==> src/rtl/output_requant_fifo_if.sv <==
// Handshake bundle between the accelerator, the requant FIFO and the downstream consumer.
// The master side drives samples and dout_ready. The slave side is the FIFO.
interface output_requant_fifo_if;
  logic        ce;
  logic [31:0] data_in;     // signed accumulator word
  logic        valid_in;
  logic        end_in;
  logic        relu_en;
  logic [15:0] dout;        // signed requantized word
  logic        dout_valid;
  logic        dout_ready;
  logic        dout_last;
  logic        full;
  logic        overflow;
  logic        count_err;
  logic        done;

  modport master (
    output ce, data_in, valid_in, end_in, relu_en, dout_ready,
    input  dout, dout_valid, dout_last, full, overflow, count_err, done
  );

  modport slave (
    input  ce, data_in, valid_in, end_in, relu_en, dout_ready,
    output dout, dout_valid, dout_last, full, overflow, count_err, done
  );
endinterface

==> src/rtl/output_requant_fifo.sv <==
// Requantizes 32-bit accumulator results to 16 bits and buffers one frame in a FWFT FIFO.
// The FIFO tags the frame's final word and tracks the frame as it collects, drains and completes.
module output_requant_fifo #(
  parameter int N     = 10,
  parameter int K     = 3,
  parameter int P     = 2,
  parameter int SHIFT = 8,
  parameter int DEPTH = 16
) (
  input  logic                  clk,
  input  logic                  global_rst,
  output_requant_fifo_if.slave  bus
);

  localparam int EXPECTED = ((N - K + 1) / P) * ((N - K + 1) / P);
  localparam int AW       = $clog2(DEPTH);
  localparam int CW       = $clog2(EXPECTED + 2);
  localparam logic [CW-1:0]     CNT_SAT = CW'(EXPECTED + 1);
  localparam logic [CW-1:0]     CNT_EXP = CW'(EXPECTED);
  localparam logic signed [32:0] ROUND  = 33'((1 << SHIFT) >> 1);

  typedef enum logic [1:0] {S_IDLE, S_COLLECT, S_DRAIN, S_DONE} state_t;

  state_t          state, state_n;
  logic [AW:0]     wr_ptr, rd_ptr;
  logic [CW-1:0]   cnt;
  logic [16:0]     mem [DEPTH];
  logic            overflow_q, count_err_q;

  logic            empty, full, pop, push, present, end_evt, frame_open, last_flag;
  logic [16:0]     head;
  logic signed [32:0] wide, rounded, shifted;
  logic signed [15:0] rq;

  assign empty      = (wr_ptr == rd_ptr);
  assign full       = ((wr_ptr - rd_ptr) == (AW+1)'(DEPTH));
  assign pop        = !empty && bus.dout_ready;
  assign frame_open = (state == S_IDLE) || (state == S_COLLECT);
  // end_in wins over valid_in, so a combined cycle never presents a sample.
  assign present    = bus.ce && bus.valid_in && !bus.end_in && frame_open;
  assign end_evt    = bus.ce && bus.end_in && frame_open;
  assign push       = present && (!full || pop);
  assign last_flag  = (int'(cnt) == EXPECTED - 1);

  // 33-bit intermediates leave room for the rounding add on the largest positive input.
  always_comb begin
    // NOTE: every always_comb output gets a default first so no path can infer a latch.
    wide = {bus.data_in[31], bus.data_in};
    if (bus.relu_en && bus.data_in[31]) wide = '0;
    rounded = wide + ROUND;
    shifted = rounded >>> SHIFT;
    if (shifted > 33'sd32767)        rq = 16'sh7FFF;
    else if (shifted < -33'sd32768)  rq = 16'sh8000;
    else                             rq = shifted[15:0];
  end

  always_comb begin
    state_n = state;
    unique case (state)
      S_IDLE:    if (end_evt) state_n = S_DRAIN;
                 else if (present) state_n = S_COLLECT;
      S_COLLECT: if (end_evt) state_n = S_DRAIN;
      S_DRAIN:   if (empty) state_n = S_DONE;
      S_DONE:    if (!bus.ce) state_n = S_IDLE;
      default:   state_n = S_IDLE;
    endcase
  end

  always_ff @(posedge clk) begin
    // NOTE: state registers use non-blocking assignments so every flop samples pre-edge values.
    if (global_rst) begin
      state       <= S_IDLE;
      wr_ptr      <= '0;
      rd_ptr      <= '0;
      cnt         <= '0;
      overflow_q  <= 1'b0;
      count_err_q <= 1'b0;
    end else begin
      state <= state_n;
      if (push) wr_ptr <= wr_ptr + (AW+1)'(1);
      if (pop)  rd_ptr <= rd_ptr + (AW+1)'(1);
      if (present) begin
        if (!push) overflow_q <= 1'b1;
        if (cnt != CNT_SAT) cnt <= cnt + CW'(1);
      end
      if (end_evt && cnt != CNT_EXP) count_err_q <= 1'b1;
      if (state == S_DONE && state_n == S_IDLE) cnt <= '0;
    end
  end

  // NOTE: the storage array is not reset; pointers alone define which entries are live.
  always_ff @(posedge clk) begin
    if (push) mem[wr_ptr[AW-1:0]] <= {last_flag, rq};
  end

  assign head           = mem[rd_ptr[AW-1:0]];
  assign bus.dout       = empty ? 16'h0000 : head[15:0];
  assign bus.dout_last  = !empty && head[16];
  assign bus.dout_valid = !empty;
  assign bus.full       = full;
  assign bus.overflow   = overflow_q;
  assign bus.count_err  = count_err_q;
  assign bus.done       = (state == S_DONE);

endmodule
==> src/flat_wrapper.sv <==
// flat-port wrapper written by rule: the top's interface ports become plain ports
module output_requant_fifo_flat 
#(
  parameter int N     = 10,
  parameter int K     = 3,
  parameter int P     = 2,
  parameter int SHIFT = 8,
  parameter int DEPTH = 16
)
  (clk, global_rst, bus_ce, bus_data_in, bus_valid_in, bus_end_in, bus_relu_en, bus_dout_ready, bus_dout, bus_dout_valid, bus_dout_last, bus_full, bus_overflow, bus_count_err, bus_done);
  output_requant_fifo_if bus_i ();
  input  logic clk;
  input  logic global_rst;
  input wire logic [$bits(bus_i.ce)-1:0] bus_ce;
  input wire logic [$bits(bus_i.data_in)-1:0] bus_data_in;
  input wire logic [$bits(bus_i.valid_in)-1:0] bus_valid_in;
  input wire logic [$bits(bus_i.end_in)-1:0] bus_end_in;
  input wire logic [$bits(bus_i.relu_en)-1:0] bus_relu_en;
  input wire logic [$bits(bus_i.dout_ready)-1:0] bus_dout_ready;
  output wire logic [$bits(bus_i.dout)-1:0] bus_dout;
  output wire logic [$bits(bus_i.dout_valid)-1:0] bus_dout_valid;
  output wire logic [$bits(bus_i.dout_last)-1:0] bus_dout_last;
  output wire logic [$bits(bus_i.full)-1:0] bus_full;
  output wire logic [$bits(bus_i.overflow)-1:0] bus_overflow;
  output wire logic [$bits(bus_i.count_err)-1:0] bus_count_err;
  output wire logic [$bits(bus_i.done)-1:0] bus_done;
  assign bus_i.ce = bus_ce;
  assign bus_i.data_in = bus_data_in;
  assign bus_i.valid_in = bus_valid_in;
  assign bus_i.end_in = bus_end_in;
  assign bus_i.relu_en = bus_relu_en;
  assign bus_i.dout_ready = bus_dout_ready;
  assign bus_dout = bus_i.dout;
  assign bus_dout_valid = bus_i.dout_valid;
  assign bus_dout_last = bus_i.dout_last;
  assign bus_full = bus_i.full;
  assign bus_overflow = bus_i.overflow;
  assign bus_count_err = bus_i.count_err;
  assign bus_done = bus_i.done;
  output_requant_fifo #(.N(N), .K(K), .P(P), .SHIFT(SHIFT), .DEPTH(DEPTH)) u_core (.clk(clk), .global_rst(global_rst), .bus(bus_i));
endmodule
==> config.mk <==
export PLATFORM = sky130hd
export DESIGN_NAME = output_requant_fifo_flat
export DESIGN_NICKNAME = d
export VERILOG_FILES = /design/src/rtl/output_requant_fifo_if.sv /design/src/rtl/output_requant_fifo.sv /design/src/flat_wrapper.sv
export SDC_FILE = /design/constraint.sdc
export NUM_CORES = 1
export LEC_CHECK = 0
export ABC_AREA = 0
export CAP_MARGIN = 20
export CORE_ASPECT_RATIO = 0.8
export CORE_MARGIN = 2
export CORE_UTILIZATION = 60
export CTS_CLUSTER_DIAMETER = 50
export CTS_CLUSTER_SIZE = 10
export DETAILED_ROUTE_END_ITERATION = 10
export GPL_TIMING_DRIVEN = 0
export PLACE_DENSITY = 0.79
export SKIP_CTS_REPAIR_TIMING = 1
export SYNTH_ARGS = -nofsm -noshare
export SYNTH_HDL_FRONTEND = slang
export SYNTH_SLANG_ARGS = --single-unit
==> constraint.sdc <==
create_clock -name clk -period 7.85 [get_ports clk]
set_input_delay 0.785 -clock clk [delete_from_list [all_inputs] [get_ports clk]]
set_output_delay 0.785 -clock clk [all_outputs]
set_load 0.05 [all_outputs]
== After elaboration in Yosys (flattened, before gate mapping) ==
Memory sizes are Yosys's and may differ from the RTL's. A register that Yosys moved wholly into a read port is not among the register bits.
Index checks and enable logic that the tools add are counted.
W data, S select, Z words.
Storage, ports and cells
  register bits after elaboration: 19
  memory bits (writable): 272
  memories kept: 1
Operators by class
  $add $sub $neg: 5
  order comparisons: 2
  eq/ne operators: 8
  mux-type cells: 14
  bitwise gates (word level): 1
  reduce and logical (&&, ||, !) cells: 21
Memory list
  u_core.mem: words 16, bits a word 17, rd ports 1, clocked after Yosys merged registers in 1, write ports 1, line output_requant_fifo.sv:27  | logic [16:0] mem [DEPTH];
Operator list (count)
  $mux W16: 3
  $add A33 B9 Y33 const B: 1
  $mux W33: 1
  $gt A25 B16 Y1 const B: 1
  $lt A25 B16 Y1 const B: 1
  $add A5 B1 Y5 const B: 3
  $logic_and A1 B1 Y1: 11
  $eq A5 B5 Y1 const B: 2
  $mux W2: 5
  $ne A5 B5 Y1 const B: 2
  $mux W4: 2
  $pmux W2 S4: 1
  $eq A5 B5 Y1: 1
  $sub A5 B5 Y5: 1
  $eq A2 B2 Y1 const B: 2
  $logic_not A2 Y1: 2
  $reduce_and A2 Y1: 2
  $logic_not A1 Y1: 3
  $eq A2 B1 Y1 const B: 1
  $logic_or A1 B1 Y1: 2
  $mux W1: 2
  $reduce_or A2 Y1: 1
  $not A1 Y1: 1

== Logic depth before layout (Yosys ltp) ==
  depth after elaboration: 9
  mapped depth: 13
  depth with buffers taken out: 10

== Least setup slack after synthesis ==
OpenSTA, ideal clock, no wires.
  kind: input-to-reg
  start: input bus_relu_en
  end: memory u_core.mem[0][1] (data pin)
  setup time: 0.330 ns
  arrival: 3.779 ns
  slack: 3.741 ns
  stages on the path: 13
  buffers on the path: 3
  cells stage by stage: nand2_1 > clkbuf_1 > and2_1 > ha_1 > and3_1 > buf_6 > nand4_4 > nor3_2 > xnor2_1 > or4_1 > o31a_1 > buf_6 > o21ai_0
Between the ends
  cells in the longest elaborated chain, start to end: 6
  elaborated cells on any way between the ends: 7
  classes of those cells: 1 x add/sub; 2 x order compare; 3 x mux; 1 x reduce/logical
Ends and longest elaborated chain
  start: declaration: line flat_wrapper.sv:18  | input wire logic [$bits(bus_i.relu_en)-1:0] bus_relu_en;
  $logic_and A1 B1 Y1 *: line output_requant_fifo.sv:49  | if (bus.relu_en && bus.data_in[31]) wide = '0;
  $mux W33 *: line output_requant_fifo.sv:49
  $add A33 B9 Y33 *: line output_requant_fifo.sv:50  | rounded = wide + ROUND;
  $lt A25 B16 Y1: line output_requant_fifo.sv:53  | else if (shifted < -33'sd32768) rq = 16'sh8000;
  $mux W16: line output_requant_fifo.sv:53
  $mux W16 *: line output_requant_fifo.sv:52  | if (shifted > 33'sd32767) rq = 16'sh7FFF;
  via u_core.rq[1]: line output_requant_fifo.sv:33  | logic signed [15:0] rq;
  end: declaration: line output_requant_fifo.sv:27
Mark *: on every way through the listed nets, which the timed path passes. The rest lies on a longest branch.

==> impl_metrics.ini <==
[outcome]
run_status = finished clean

[synth]
postSynthCellCount = 682
synth_async_sr_flop_share = 0
synth_top_family_by_area = multiplexers
post_synthesis_sequential_area_ratio = 0.6952
mappedNetlistArea_mm2 = 0.01241
yosys.area_share.simple = 0.06755
synthesis.nets = 735
ys_types = 54
avgSynthCellArea_um2 = 18.20
synth_compound_area_frac = 0.03186
multiplexer_share_of_the_synthesized_area = 0.1560
synth_top_flop_cell = sky130_fd_sc_hd__edfxtp_1
synth-adder-area-share = 0.01411
synth_enable_flop_cells = 272
synth.area.top_cells = sky130_fd_sc_hd__edfxtp_1, sky130_fd_sc_hd__mux4_2, sky130_fd_sc_hd__dfxtp_1
synth_seq_cells = 295
synth_top_cell_by_area = sky130_fd_sc_hd__edfxtp_1
post_synthesis_share_of_cell_area_spent_on_xor_and_xnor_gates = 0.01976
synthDominantCellAreaShare = 0.6581
synthesis.yosys.warnings = 0

[clock_tree]
root_buffer = sky130_fd_sc_hd__clkbuf_16
tritoncts_num_sinks = 295
clock_path_buffers = 3
clk_pin_slew_ps = 50
cts_tree = yes
cts_buffers = 35
htree_num_levels = 2
worst_skew_pair.late_latency_ps = 520

[critical_path]
regToRegStartpoint = u_core.rd_ptr[1]
worstPathMaxFanout = 10
element_type_at_the_critical_path_end = output port
timing.critical_path.from_type = register
ff2ff_path_depth = 9
crit_type = register to output port
slowest_stage = sky130_fd_sc_hd__clkbuf_1
worst_path_largest_cell_delay_ps = 710
worst-endpoint-arrival_ps = 4270
r2r_setup_slk_ps = 4490
cp_data_required_time_ps = 7070
rr_endpoint = u_core.mem[7][13]
path_cells = clkbuf_1 > clkbuf_1 > clkbuf_1 > mux4_2 > mux4_2 > and2_1 > clkdlybuf4s50_1
cp_common_cell = sky130_fd_sc_hd__clkbuf_1

[detailed_routing]
drt.antenna.violating_nets = 0
postRouteWirelength_um = 31600
dr_total_vias = 7377
drt-initial-drc-count = 915
drc_errors = 0
drt_pre_antenna_iters = 5
wl_per_cell_um = 28.91
drt-vias-per-instance = 6.749

[power]
ir_drop_mv = 0.2468
power_density_mw_per_mm2 = 241.9
leakage_uw = 0.004600
total_power_uw = 3576

[placed_design]
dpl.cell_count = 1033
gp_routability_congestion = 0.9612
place.port_buffers = 53
detailedPlacementHpwl_um = 19720
placedInstanceArea_mm2 = 0.01368
detailedPlace.worstSlack_ps = 2469

[job]
max_cap_violations = 0

[layout]
finish.instance_area_mm2 = 0.01478
antenna_cells_inserted = 0
mostFrequentLayoutCell = sky130_fd_sc_hd__edfxtp_1
final_cell_mix = sky130_fd_sc_hd__edfxtp_1, sky130_fd_sc_hd__mux4_2, sky130_fd_sc_hd__clkdlybuf4s50_1
fillCellCount = 1171
stdcell_count = 1093
drive_above_1_share = 0.2439
area.growth.synth_to_final_pct = 19.11
final_net_count = 863

[timing]
rsz0062_at_grt = no
timing.final.crit_period_ps = 5058
clock.fmax_mhz = 197.7
worst_slew_pin_slew_ps = 1049
fin_skew_ps = 23.59
setup_total_negative_slack_ps = 0
setup_violations = 0
timing.final.crit_share = 0.6444
final_hold_viol_count = 0
final_critical_path_setup_slack_ps = 2792
maxSlewViolCount = 0
worst_slew_margin_rel = 0.2964

[global_route]
grt.overflow.total = 0
initial_antenna_violation_count = 0
first_global_vias = 7501
grtUsageTotal = 0.2974
wire_length_of_the_first_global_routing_pass_um = 46150
grt_start_max_net_pins = 19

[die]
pin_count = 61
row_count = 47
coreArea_mm2 = 0.02046
die_y_um = 132.6
die_width_um = 164.8
total_die_area_mm2 = 0.02186
start_util = 0.6064

[min_path]
min-delay-path-class = register to register
worst_hold_path_depth = 2
timing.hold.worst_endpoint = u_core.bus.overflow
min_from = u_core.bus.overflow
[critical path, delay by kind of cell (launching register included)]
kind,cells,cell delay (ps)
buffers and inverters,4,2270
multiplexers,2,920
flip-flops,1,330
AND/OR/NAND/NOR,1,210
[worst max path at each step]
stage                                  end  cells after the start
after global placement    u_core.mem[0][4]                     13
after global routing      u_core.mem[5][9]                     15
after floorplan           u_core.mem[0][1]                     13
final                          bus_dout[1]                      7
after CTS                     bus_dout[13]                      7
after detailed placement  u_core.mem[0][3]                     14
[per-layer routing]
layer | vias up | routed length [um] | GRT usage
met4 | 0 | 1124 | 0.1005
met3 | 93 | 2993 | 0.05298
met2 | 529 | 15950 | 0.4986
met5 | - | 0 | 0
met1 | 3755 | 11530 | 0.4007
li1 | 3000 | - | -
[layout make-up]
class / count / area (um^2) / area share
flip-flops and latches: 295 / 8628 / 0.5837
multi-input cells: 342 / 3660 / 0.2476
repair buffers: 91 / 964.7 / 0.06526
clock buffers: 48 / 945.9 / 0.06399
well taps: 269 / 336.6 / 0.02277
plain buffers: 32 / 143.9 / 0.009733
clock inverters: 3 / 55.05 / 0.003724
inverters: 13 / 48.80 / 0.003301
[synth_stat cells, types with 8 or more instances]
cell                         n
sky130_fd_sc_hd__a21oi_1    13
sky130_fd_sc_hd__and2_1     24
sky130_fd_sc_hd__and3_1      8
sky130_fd_sc_hd__clkbuf_1   24
sky130_fd_sc_hd__dfxtp_1    23
sky130_fd_sc_hd__edfxtp_1  272
sky130_fd_sc_hd__ha_1       14
sky130_fd_sc_hd__inv_1      13
sky130_fd_sc_hd__mux4_2     85
sky130_fd_sc_hd__nand2_1    31
sky130_fd_sc_hd__nand4_1    13
sky130_fd_sc_hd__nor2_1     36
sky130_fd_sc_hd__nor3_1      9
sky130_fd_sc_hd__o21ai_0    15
sky130_fd_sc_hd__xnor2_1    15
sky130_fd_sc_hd__xor2_1     13
[where the power goes]
part	total [uW]	internal [uW]	leakage, uW	switching, uW
clock	1460	867	0.000483	595
combinational	379	156	0.00154	223
sequential	1740	1730	0.00258	6.10
total	3580	2750	0.00460	823
[registers in the layout, summed over array words and instances (netlist names), named ones only]
name                  cells
u_core.bus.overflow       1
u_core.state              2
u_core.cnt                5
u_core.mem              272
u_core.rd_ptr             5
u_core.bus.count_err      1
u_core.wr_ptr             5
[kinds of logic after synthesis]
logic type / Yosys count
mux: 87
buf+inv: 45
simple gates: 157
fa+ha+maj: 14
flops: 295
xor+xnor: 28
compound gates: 56
[per-stage QoR]
| step | hold slack [ps] | util |
|---|---|---|
| 2_1_floorplan | 464.4 | - |
| 3_3_place_gp | 448.5 | 0.6488 |
| 3_5_place_dp | 466.0 | 0.6685 |
| 4_1_cts | 487.6 | 0.7174 |
| 5_1_grt | 518.2 | 0.7224 |
| 6_report | 479.5 | 0.7224 |
Power figures use the tool's default switching activity.
